<file path="src/rtl/multi_cycle_control.sv">
// Multi-cycle MIPS-style main control unit.
// A 13-state FSM sequences fetch, decode, address/execute, memory and
// write-back steps. The opcode/funct inputs come straight from the
// instruction register, so they stay stable from DECODE to the end of the
// instruction. That lets later states re-decode them to choose lw vs sw,
// beq vs bne, j vs jal and addi vs the extended immediate ops.

module multi_cycle_control #(
   parameter int ALUOP_W = 2,   // ALUOp width, bits above [1:0] are driven 0
   parameter int EXT_IMM = 0    // nonzero enables slti/andi/ori
) (
   input  logic               clk,
   input  logic               rst,
   input  logic [5:0]         opcode,
   input  logic [5:0]         funct,
   input  logic               zero,
   input  logic               mem_ready,
   output logic               PCWrite,
   output logic               IorD,
   output logic               MemRead,
   output logic               MemWrite,
   output logic               IRWrite,
   output logic               RegWrite,
   output logic               RegDst,
   output logic               MemtoReg,
   output logic               Jal,
   output logic               ALUSrcA,
   output logic [1:0]         ALUSrcB,
   output logic [1:0]         PCSource,
   output logic [ALUOP_W-1:0] ALUOp,
   output logic [3:0]         state,
   output logic               illegal
);

   // ------------------------------------------------------------------
   // State encoding (codes 13-15 are unused and recover to FETCH)
   // ------------------------------------------------------------------
   typedef enum logic [3:0] {
      S_FETCH  = 4'd0,
      S_DECODE = 4'd1,
      S_MEMADR = 4'd2,
      S_MEMRD  = 4'd3,
      S_MEMWB  = 4'd4,
      S_MEMWR  = 4'd5,
      S_EXEC   = 4'd6,
      S_RWB    = 4'd7,
      S_BRANCH = 4'd8,
      S_JUMP   = 4'd9,
      S_IMMEXE = 4'd10,
      S_IMMWB  = 4'd11,
      S_JR     = 4'd12
   } state_t;

   // Opcodes and the jr function code
   localparam logic [5:0] OP_RTYPE = 6'h00;
   localparam logic [5:0] OP_J     = 6'h02;
   localparam logic [5:0] OP_JAL   = 6'h03;
   localparam logic [5:0] OP_BEQ   = 6'h04;
   localparam logic [5:0] OP_BNE   = 6'h05;
   localparam logic [5:0] OP_ADDI  = 6'h08;
   localparam logic [5:0] OP_SLTI  = 6'h0A;
   localparam logic [5:0] OP_ANDI  = 6'h0C;
   localparam logic [5:0] OP_ORI   = 6'h0D;
   localparam logic [5:0] OP_LW    = 6'h23;
   localparam logic [5:0] OP_SW    = 6'h2B;
   localparam logic [5:0] FN_JR    = 6'h08;

   // ALUSrcB selections
   localparam logic [1:0] SRCB_REG    = 2'b00;
   localparam logic [1:0] SRCB_FOUR   = 2'b01;
   localparam logic [1:0] SRCB_IMM    = 2'b10;
   localparam logic [1:0] SRCB_IMM_SH = 2'b11;

   // PCSource selections
   localparam logic [1:0] PC_ALU    = 2'b00;
   localparam logic [1:0] PC_ALUOUT = 2'b01;
   localparam logic [1:0] PC_JUMP   = 2'b10;
   localparam logic [1:0] PC_RS     = 2'b11;

   // ALU operation classes
   localparam logic [1:0] ALU_ADD   = 2'b00;
   localparam logic [1:0] ALU_SUB   = 2'b01;
   localparam logic [1:0] ALU_FUNCT = 2'b10;
   localparam logic [1:0] ALU_IMM   = 2'b11;

   state_t     state_q;
   state_t     state_d;
   logic [1:0] alu_op;

   // ------------------------------------------------------------------
   // Instruction classification from the held instruction register
   // ------------------------------------------------------------------
   logic is_lw, is_sw, is_rtype, is_jr, is_beq, is_bne, is_j, is_jal;
   logic is_addi, is_ext_imm, is_imm, is_legal;

   assign is_lw      = (opcode == OP_LW);
   assign is_sw      = (opcode == OP_SW);
   assign is_rtype   = (opcode == OP_RTYPE);
   assign is_jr      = is_rtype && (funct == FN_JR);
   assign is_beq     = (opcode == OP_BEQ);
   assign is_bne     = (opcode == OP_BNE);
   assign is_j       = (opcode == OP_J);
   assign is_jal     = (opcode == OP_JAL);
   assign is_addi    = (opcode == OP_ADDI);
   // The logical/compare immediates exist only when the option is built in
   assign is_ext_imm = (EXT_IMM != 0) &&
                       ((opcode == OP_SLTI) || (opcode == OP_ANDI) || (opcode == OP_ORI));
   assign is_imm     = is_addi || is_ext_imm;
   assign is_legal   = is_lw || is_sw || is_rtype || is_beq || is_bne ||
                       is_j || is_jal || is_imm;

   // ------------------------------------------------------------------
   // State register: reset wins from any state, including a memory wait
   // ------------------------------------------------------------------
   always_ff @(posedge clk) begin
      // NOTE: sequential state is updated with non-blocking assignments so
      // every flop samples the pre-edge values, independent of block order.
      if (rst) begin
         state_q <= S_FETCH;
      end else begin
         state_q <= state_d;
      end
   end

   // ------------------------------------------------------------------
   // Next-state logic
   // ------------------------------------------------------------------
   always_comb begin
      // NOTE: assigning a default before the case keeps every path driven,
      // so no latch is inferred for paths the case does not mention.
      state_d = S_FETCH;
      case (state_q)
         S_FETCH:  state_d = mem_ready ? S_DECODE : S_FETCH;
         S_DECODE: begin
            if (is_lw || is_sw) begin
               state_d = S_MEMADR;
            end else if (is_jr) begin
               state_d = S_JR;
            end else if (is_rtype) begin
               state_d = S_EXEC;
            end else if (is_beq || is_bne) begin
               state_d = S_BRANCH;
            end else if (is_j || is_jal) begin
               state_d = S_JUMP;
            end else if (is_imm) begin
               state_d = S_IMMEXE;
            end else begin
               state_d = S_FETCH;   // undecodable: abandon and refetch
            end
         end
         S_MEMADR: state_d = is_lw ? S_MEMRD : S_MEMWR;
         S_MEMRD:  state_d = mem_ready ? S_MEMWB : S_MEMRD;
         S_MEMWB:  state_d = S_FETCH;
         S_MEMWR:  state_d = mem_ready ? S_FETCH : S_MEMWR;
         S_EXEC:   state_d = S_RWB;
         S_RWB:    state_d = S_FETCH;
         S_BRANCH: state_d = S_FETCH;
         S_JUMP:   state_d = S_FETCH;
         S_IMMEXE: state_d = S_IMMWB;
         S_IMMWB:  state_d = S_FETCH;
         S_JR:     state_d = S_FETCH;
         default:  state_d = S_FETCH;
      endcase
   end

   // ------------------------------------------------------------------
   // Output decode: Moore outputs plus the gated PCWrite/IRWrite terms,
   // all forced low while reset is held
   // ------------------------------------------------------------------
   always_comb begin
      PCWrite  = 1'b0;
      IorD     = 1'b0;
      MemRead  = 1'b0;
      MemWrite = 1'b0;
      IRWrite  = 1'b0;
      RegWrite = 1'b0;
      RegDst   = 1'b0;
      MemtoReg = 1'b0;
      Jal      = 1'b0;
      ALUSrcA  = 1'b0;
      ALUSrcB  = SRCB_REG;
      PCSource = PC_ALU;
      alu_op   = ALU_ADD;
      illegal  = 1'b0;

      case (state_q)
         S_FETCH: begin
            // PC+4 and the instruction latch only commit once memory answers
            MemRead  = 1'b1;
            ALUSrcB  = SRCB_FOUR;
            IRWrite  = mem_ready;
            PCWrite  = mem_ready;
         end
         S_DECODE: begin
            // Precompute the branch target into ALUOut
            ALUSrcB  = SRCB_IMM_SH;
            illegal  = !is_legal;
         end
         S_MEMADR: begin
            ALUSrcA  = 1'b1;
            ALUSrcB  = SRCB_IMM;
         end
         S_MEMRD: begin
            MemRead  = 1'b1;
            IorD     = 1'b1;
         end
         S_MEMWB: begin
            RegWrite = 1'b1;
            MemtoReg = 1'b1;
         end
         S_MEMWR: begin
            MemWrite = 1'b1;
            IorD     = 1'b1;
         end
         S_EXEC: begin
            ALUSrcA  = 1'b1;
            alu_op   = ALU_FUNCT;
         end
         S_RWB: begin
            RegWrite = 1'b1;
            RegDst   = 1'b1;
         end
         S_BRANCH: begin
            ALUSrcA  = 1'b1;
            alu_op   = ALU_SUB;
            PCSource = PC_ALUOUT;
            PCWrite  = (is_beq && zero) || (is_bne && !zero);
         end
         S_JUMP: begin
            // jal links $31 with PC+4 through the Jal mux
            PCWrite  = 1'b1;
            PCSource = PC_JUMP;
            Jal      = is_jal;
            RegWrite = is_jal;
         end
         S_IMMEXE: begin
            ALUSrcA  = 1'b1;
            ALUSrcB  = SRCB_IMM;
            alu_op   = is_ext_imm ? ALU_IMM : ALU_ADD;
         end
         S_IMMWB: begin
            RegWrite = 1'b1;
         end
         S_JR: begin
            PCWrite  = 1'b1;
            PCSource = PC_RS;
         end
         default: begin
            // unused codes: everything stays at its default of 0
         end
      endcase

      if (rst) begin
         PCWrite  = 1'b0;
         IorD     = 1'b0;
         MemRead  = 1'b0;
         MemWrite = 1'b0;
         IRWrite  = 1'b0;
         RegWrite = 1'b0;
         RegDst   = 1'b0;
         MemtoReg = 1'b0;
         Jal      = 1'b0;
         ALUSrcA  = 1'b0;
         ALUSrcB  = 2'b00;
         PCSource = 2'b00;
         alu_op   = 2'b00;
         illegal  = 1'b0;
      end
   end

   // Zero-extend the 2-bit ALU class to the configured port width
   assign ALUOp = ALUOP_W'(alu_op);

   // Report the current state, held at 0 while reset is asserted
   assign state = rst ? 4'd0 : state_q;

endmodule

</file>
<file path="config.mk">
export PLATFORM = sky130hd
export DESIGN_NAME = multi_cycle_control
export DESIGN_NICKNAME = d
export VERILOG_FILES = /design/src/rtl/multi_cycle_control.sv
export SDC_FILE = /design/constraint.sdc
export NUM_CORES = 1
export LEC_CHECK = 0
export CORE_ASPECT_RATIO = 0.5
export CORE_MARGIN = 1.5
export CORE_UTILIZATION = 25
export DETAILED_ROUTE_END_ITERATION = 16
export PLACE_DENSITY = 0.58
export SYNTH_ARGS = -nofsm -noshare
export SYNTH_HDL_FRONTEND = slang
export SYNTH_SLANG_ARGS = --single-unit
</file>
<file path="constraint.sdc">
create_clock -name clk -period 1.7 [get_ports clk]
set_clock_uncertainty 0.15 [all_clocks]
set_input_delay 0.17 -clock clk [delete_from_list [all_inputs] [get_ports clk]]
set_output_delay 0.17 -clock clk [all_outputs]
set_load 0.01 [all_outputs]
</file>
Yosys cells after proc, flatten, opt, wreduce, memory -nomap -nowiden
Index checks and enable logic that the tools add are counted.
W data, S select, Z words.

storage, ports and cells
  register bits after elaboration = 4
  output and inout bits = 21
  logic and storage cells = 84

operators by class
  multiplexer cells = 40
  reduce and logical (&&, ||, !) cells = 23
  equal/unequal tests = 20

operator list
  cell                  number
  $mux W4               7
  $pmux W4 S7           1
  $mux W1               21
  $eq A4 B4 Y1 const B  5
  $eq A4 B3 Y1 const B  4
  $eq A6 B2 Y1 const B  2
  $eq A6 B3 Y1 const B  2
  $eq A6 B4 Y1 const B  2
  $eq A6 B6 Y1 const B  2
  $pmux W2 S3           2
  $logic_or A1 B1 Y1    10
  $mux W3               3
  $eq A4 B2 Y1 const B  2
  $reduce_or A2 Y1      4
  $logic_not A6 Y1      1
  $mux W2               3
  $eq A4 B1 Y1 const B  1
  $logic_not A4 Y1      1
  $pmux W2 S2           1
  $reduce_or A4 Y1      1
  $logic_and A1 B1 Y1   3
  $pmux W1 S3           1
  $reduce_or A3 Y1      1
  $logic_not A1 Y1      2
  $pmux W1 S2           1

Logic depth before layout (Yosys ltp)
  word-level depth = 11
  mapped depth = 6

Least setup slack after synthesis
No wires, ideal clock.

  path kind = flip-flop to output port
  start = register state_q[0]
  end = output port RegWrite
  required time = 1,380 ps
  arrival time = 1,261 ps
  slack = 119 ps
  stages on the path, launching flop included = 6
  cell sequence = dfxtp_1 clkbuf_1 and2b_1 nand2_1 nor4_2 o21bai_1

on the way
  cells in the longest elaborated chain, start to end = 4
  elaborated cells on any way between the ends = 7

ends and longest elaborated chain
  item                                          RTL line  text
  start: declaration                            86        state_t state_q;
  start signal: assignment                      121       state_q <= state_d;
  $eq A4 B3 Y1 or $eq A4 B4 Y1 (tied branches)  186       case (state_q)
  $reduce_or A3 Y1 (no source line)             n/a
  $pmux W1 S2 (*)                               186
  $mux W1 (*)                                   253       if (rst) begin
  end: declaration                              23        output logic RegWrite,

Every way passes the cells marked *; elsewhere a longest branch is shown, timed or not.

Worst setup path in the final report
  start = register state_q[1]
  end = output port RegWrite

Same word-level chain as after synthesis.

==> qor.txt <==
status = finished with violations
failing checks = setup timing
synthesized flop and latch total = 4
Setup violations, final = 2
max-cap violations = 0
delay-heaviest family, CP = simple AND/OR/NAND/NOR gates
Seq/Total Area, Yosys = 11.99%
fillcell total = 228
Gate power share = 36.6%
die height = 39.56 µm
synth unique cells = 41
syn nets = 116
Sw Ratio = 28.89%
pwr dens = 320.7 nW/µm²
final hold viol count = 0
RSZ-0062 raised after global routing = true
Starting Density = 28.16%
yosys warns = 0
startpoint types = flop
vias = 1057
HPWL after DPL = 1.943 mm
post-synth top area share = 11.99%
Overall Power = 477.5 µW
Clk Latency, worst-skew pair = 220 ps
Pint = 339.5 µW
root buffer cell = clkbuf_8
ANT cells = 0
post-synthesis instance total = 100
initial antenna violation count = 0
cell area after layout = 1489 µm²
Switch Pwr = 138.0 µW
Post-synth EDFFs = 0
Die X = 76.11 µm
max FFs per register = 4
worst path bufs/invs = 1
most common flop cell mapped by yosys = dfxtp_1
drt wl/cell = 12.83 µm
Placement Setup Slack = -752.0 ps
Tot GR Track Use = 18.46%
critical path arrival = 1450 ps
post-synth top area cell = dfxtp_1
Worst path max stage delay = 360 ps
first-pass GRT wire length = 4.333 mm
VDD IR max = 231.8 µV
Core Box Area = 2372 µm²
shortest period the worst path allows = 1774 ps
xor/xnor share of the synthesized area = 3.933%
adder-cell area share of the yosys netlist = 0%
Area Overhead vs Synth = 122.8%
CP Cell Sequence = and2b_2 > nand2_2 > nor4_4 > o21bai_1 > buf_2
pin count of the biggest net entering global routing = 13
Crit Path Class = flop to output pin
Flop pwr share = 20.3%
final WL = 2.695 mm
hold_buf cts = 0
top post-synthesis cells by count = nor2_1, nor3_1, nand2_1, nand2b_1, nor4_1
ys async rst share = 0%
Leakage = 0.0006672 µW
layout cells sized above 1 = 54.29%
Sequential Area = 95.09 µm²
CP max FO = 7
period utilization = 104.3%
top-count cell post-synth = nor2_1
TritonCTS clock tree = yes
Multi-input gate area = 680.7 µm²
H-Tree Depth = 1
grt ovf = 0
final slew viol count = 0
iteration count of the initial detailed-routing pass = 4
post-route ant nets = 0
post-synthesis mux area share = 2.996%
actual slew at the worst max-slew pin = 331.8 ps
Initial DRC Count = 24
CTS sink cnt = 4
largest family of logic cells by synthesized area = simple AND/OR/NAND/NOR gates
CP max-delay cell = dfxtp_4
Mean Syn Cell Area = 6.681 µm²
Num CTS Buffers = 3
Worst Setup Slack, final = -73.59 ps
Cell Area, Synth = 668.1 µm²
clock power share = 43.0%
top post-synthesis cells by area = dfxtp_1, nor2_1, nor3_1
IO Pins = 37
Reg with most FFs = state_q
class of the worst hold path = input port to flop
Peak Freq = 563.8 MHz
dpl cell area = 1285 µm²
endpoint class of the critical path = output pin
row count = 12
vias in the first global route = 936
Reg clk slew, reported paths = 40 ps
CTS max path bufs = 2
Critical Path RT = 1380 ps
Post-Synth Simple-Gate Area = 50.75%
vias per cell = 5.033
Port Buf Inserts = 36
DR DRC count = 0
Die ar. = 3011 µm²
Regs by FF count = state_q (4)
RD Place Congestion = 0.7475
post-synthesis compound-gate area fraction = 23.97%
Slew HR = 77.82%
Final #Nets = 193
-- worst min-delay path, cell delays in order --
cell           delay, ps
dlygate4sd2_1        230
buf_6                190
o21bai_2             170
a21oi_1               50
-- worst paths after layout --
| kind | start | to | slack [ps] | cells after the start |
|---|---|---|---|---|
| worst max-delay path | state_q[1]$_SDFF_PP0_ | RegWrite | -70 | 5 |
| worst min-delay path | rst | state_q[2]$_SDFF_PP0_ | 470 | 4 |
| worst max register to register | state_q[1]$_SDFF_PP0_ | state_q[3]$_SDFF_PP0_ | 100 | 7 |
| worst min register to register | state_q[1]$_SDFF_PP0_ | state_q[0]$_SDFF_PP0_ | 480 | 2 |
-- per-stage QoR --
stage | util (%) | hold slack, ps | TNS (ps) | cells
after floorplan | - | 204.2 | 0 | 100
after global placement | 54.17 | 504.2 | -7905 | 196
after detailed placement | 54.17 | 504.5 | -8250 | 196
after CTS | 60.92 | 481.4 | -119.9 | 205
after global routing | 62.76 | 499.6 | -327.1 | 210
final | 62.76 | 472.5 | -102.7 | 210
-- per-layer routing --
layer	vias up	global-route usage, %	wire length (µm)
met5	-	0	0
met1	492	23.49	1283
met3	6	3.721	132
met2	38	34.23	1252
li1	521	-	-
met4	0	2.315	27
-- cells by family (layout without fill, tap and decap cells) --
family,after synthesis,after routing
xor+xnor,3,3
buf+inv,10,85
flops,4,4
compound gates,23,23
mux,2,2
simple gates,58,58
-- power groups by stage --
| stage | clock network, µW | registers (µW) | logic (µW) |
|---|---|---|---|
| detailed placement | 0 | 102 | 162 |
| CTS | 206 | 97.5 | 165 |
| global route | 213 | 97.5 | 188 |
| global placement | 0 | 102 | 161 |
| finish | 205 | 97.1 | 175 |
| floorplan | 0 | 98.3 | 62.9 |
-- timing repair --
| action | CTS | global route |
|---|---|---|
| resized for setup | 95 | 19 |
| endpoints found under the hold margin | 0 | 0 |
| endpoints found under the setup margin | 25 | 15 |
| setup buffers | 6 | 5 |
| pin swaps | 10 | 4 |
-- cell type report --
cell class / instances / share of cell area (%)
clock buffers: 3 / 2.773
well taps: 35 / 2.941
repair buffers: 80 / 41.68
flip-flops and latches: 4 / 6.387
multi-input cells: 86 / 45.71
inverters: 2 / 0.5042
-- placed cells by master, fill, tap and decap left out, types with 3 or more instances in the layout --
cell             instances
a21oi_1                  3
clkdlybuf4s50_1          8
o21ai_1                  4
nor2_1                  11
nand2b_4                 3
clkbuf_8                 3
nor4_2                   3
dfxtp_4                  4
dlygate4sd2_1           12
nor2b_1                  3
buf_2                   11
buf_4                   39
nor3_1                   7
nand2_1                  4
clkbuf_2                 4
buf_6                    5
No activity file was read; power rests on OpenSTA's default activity.
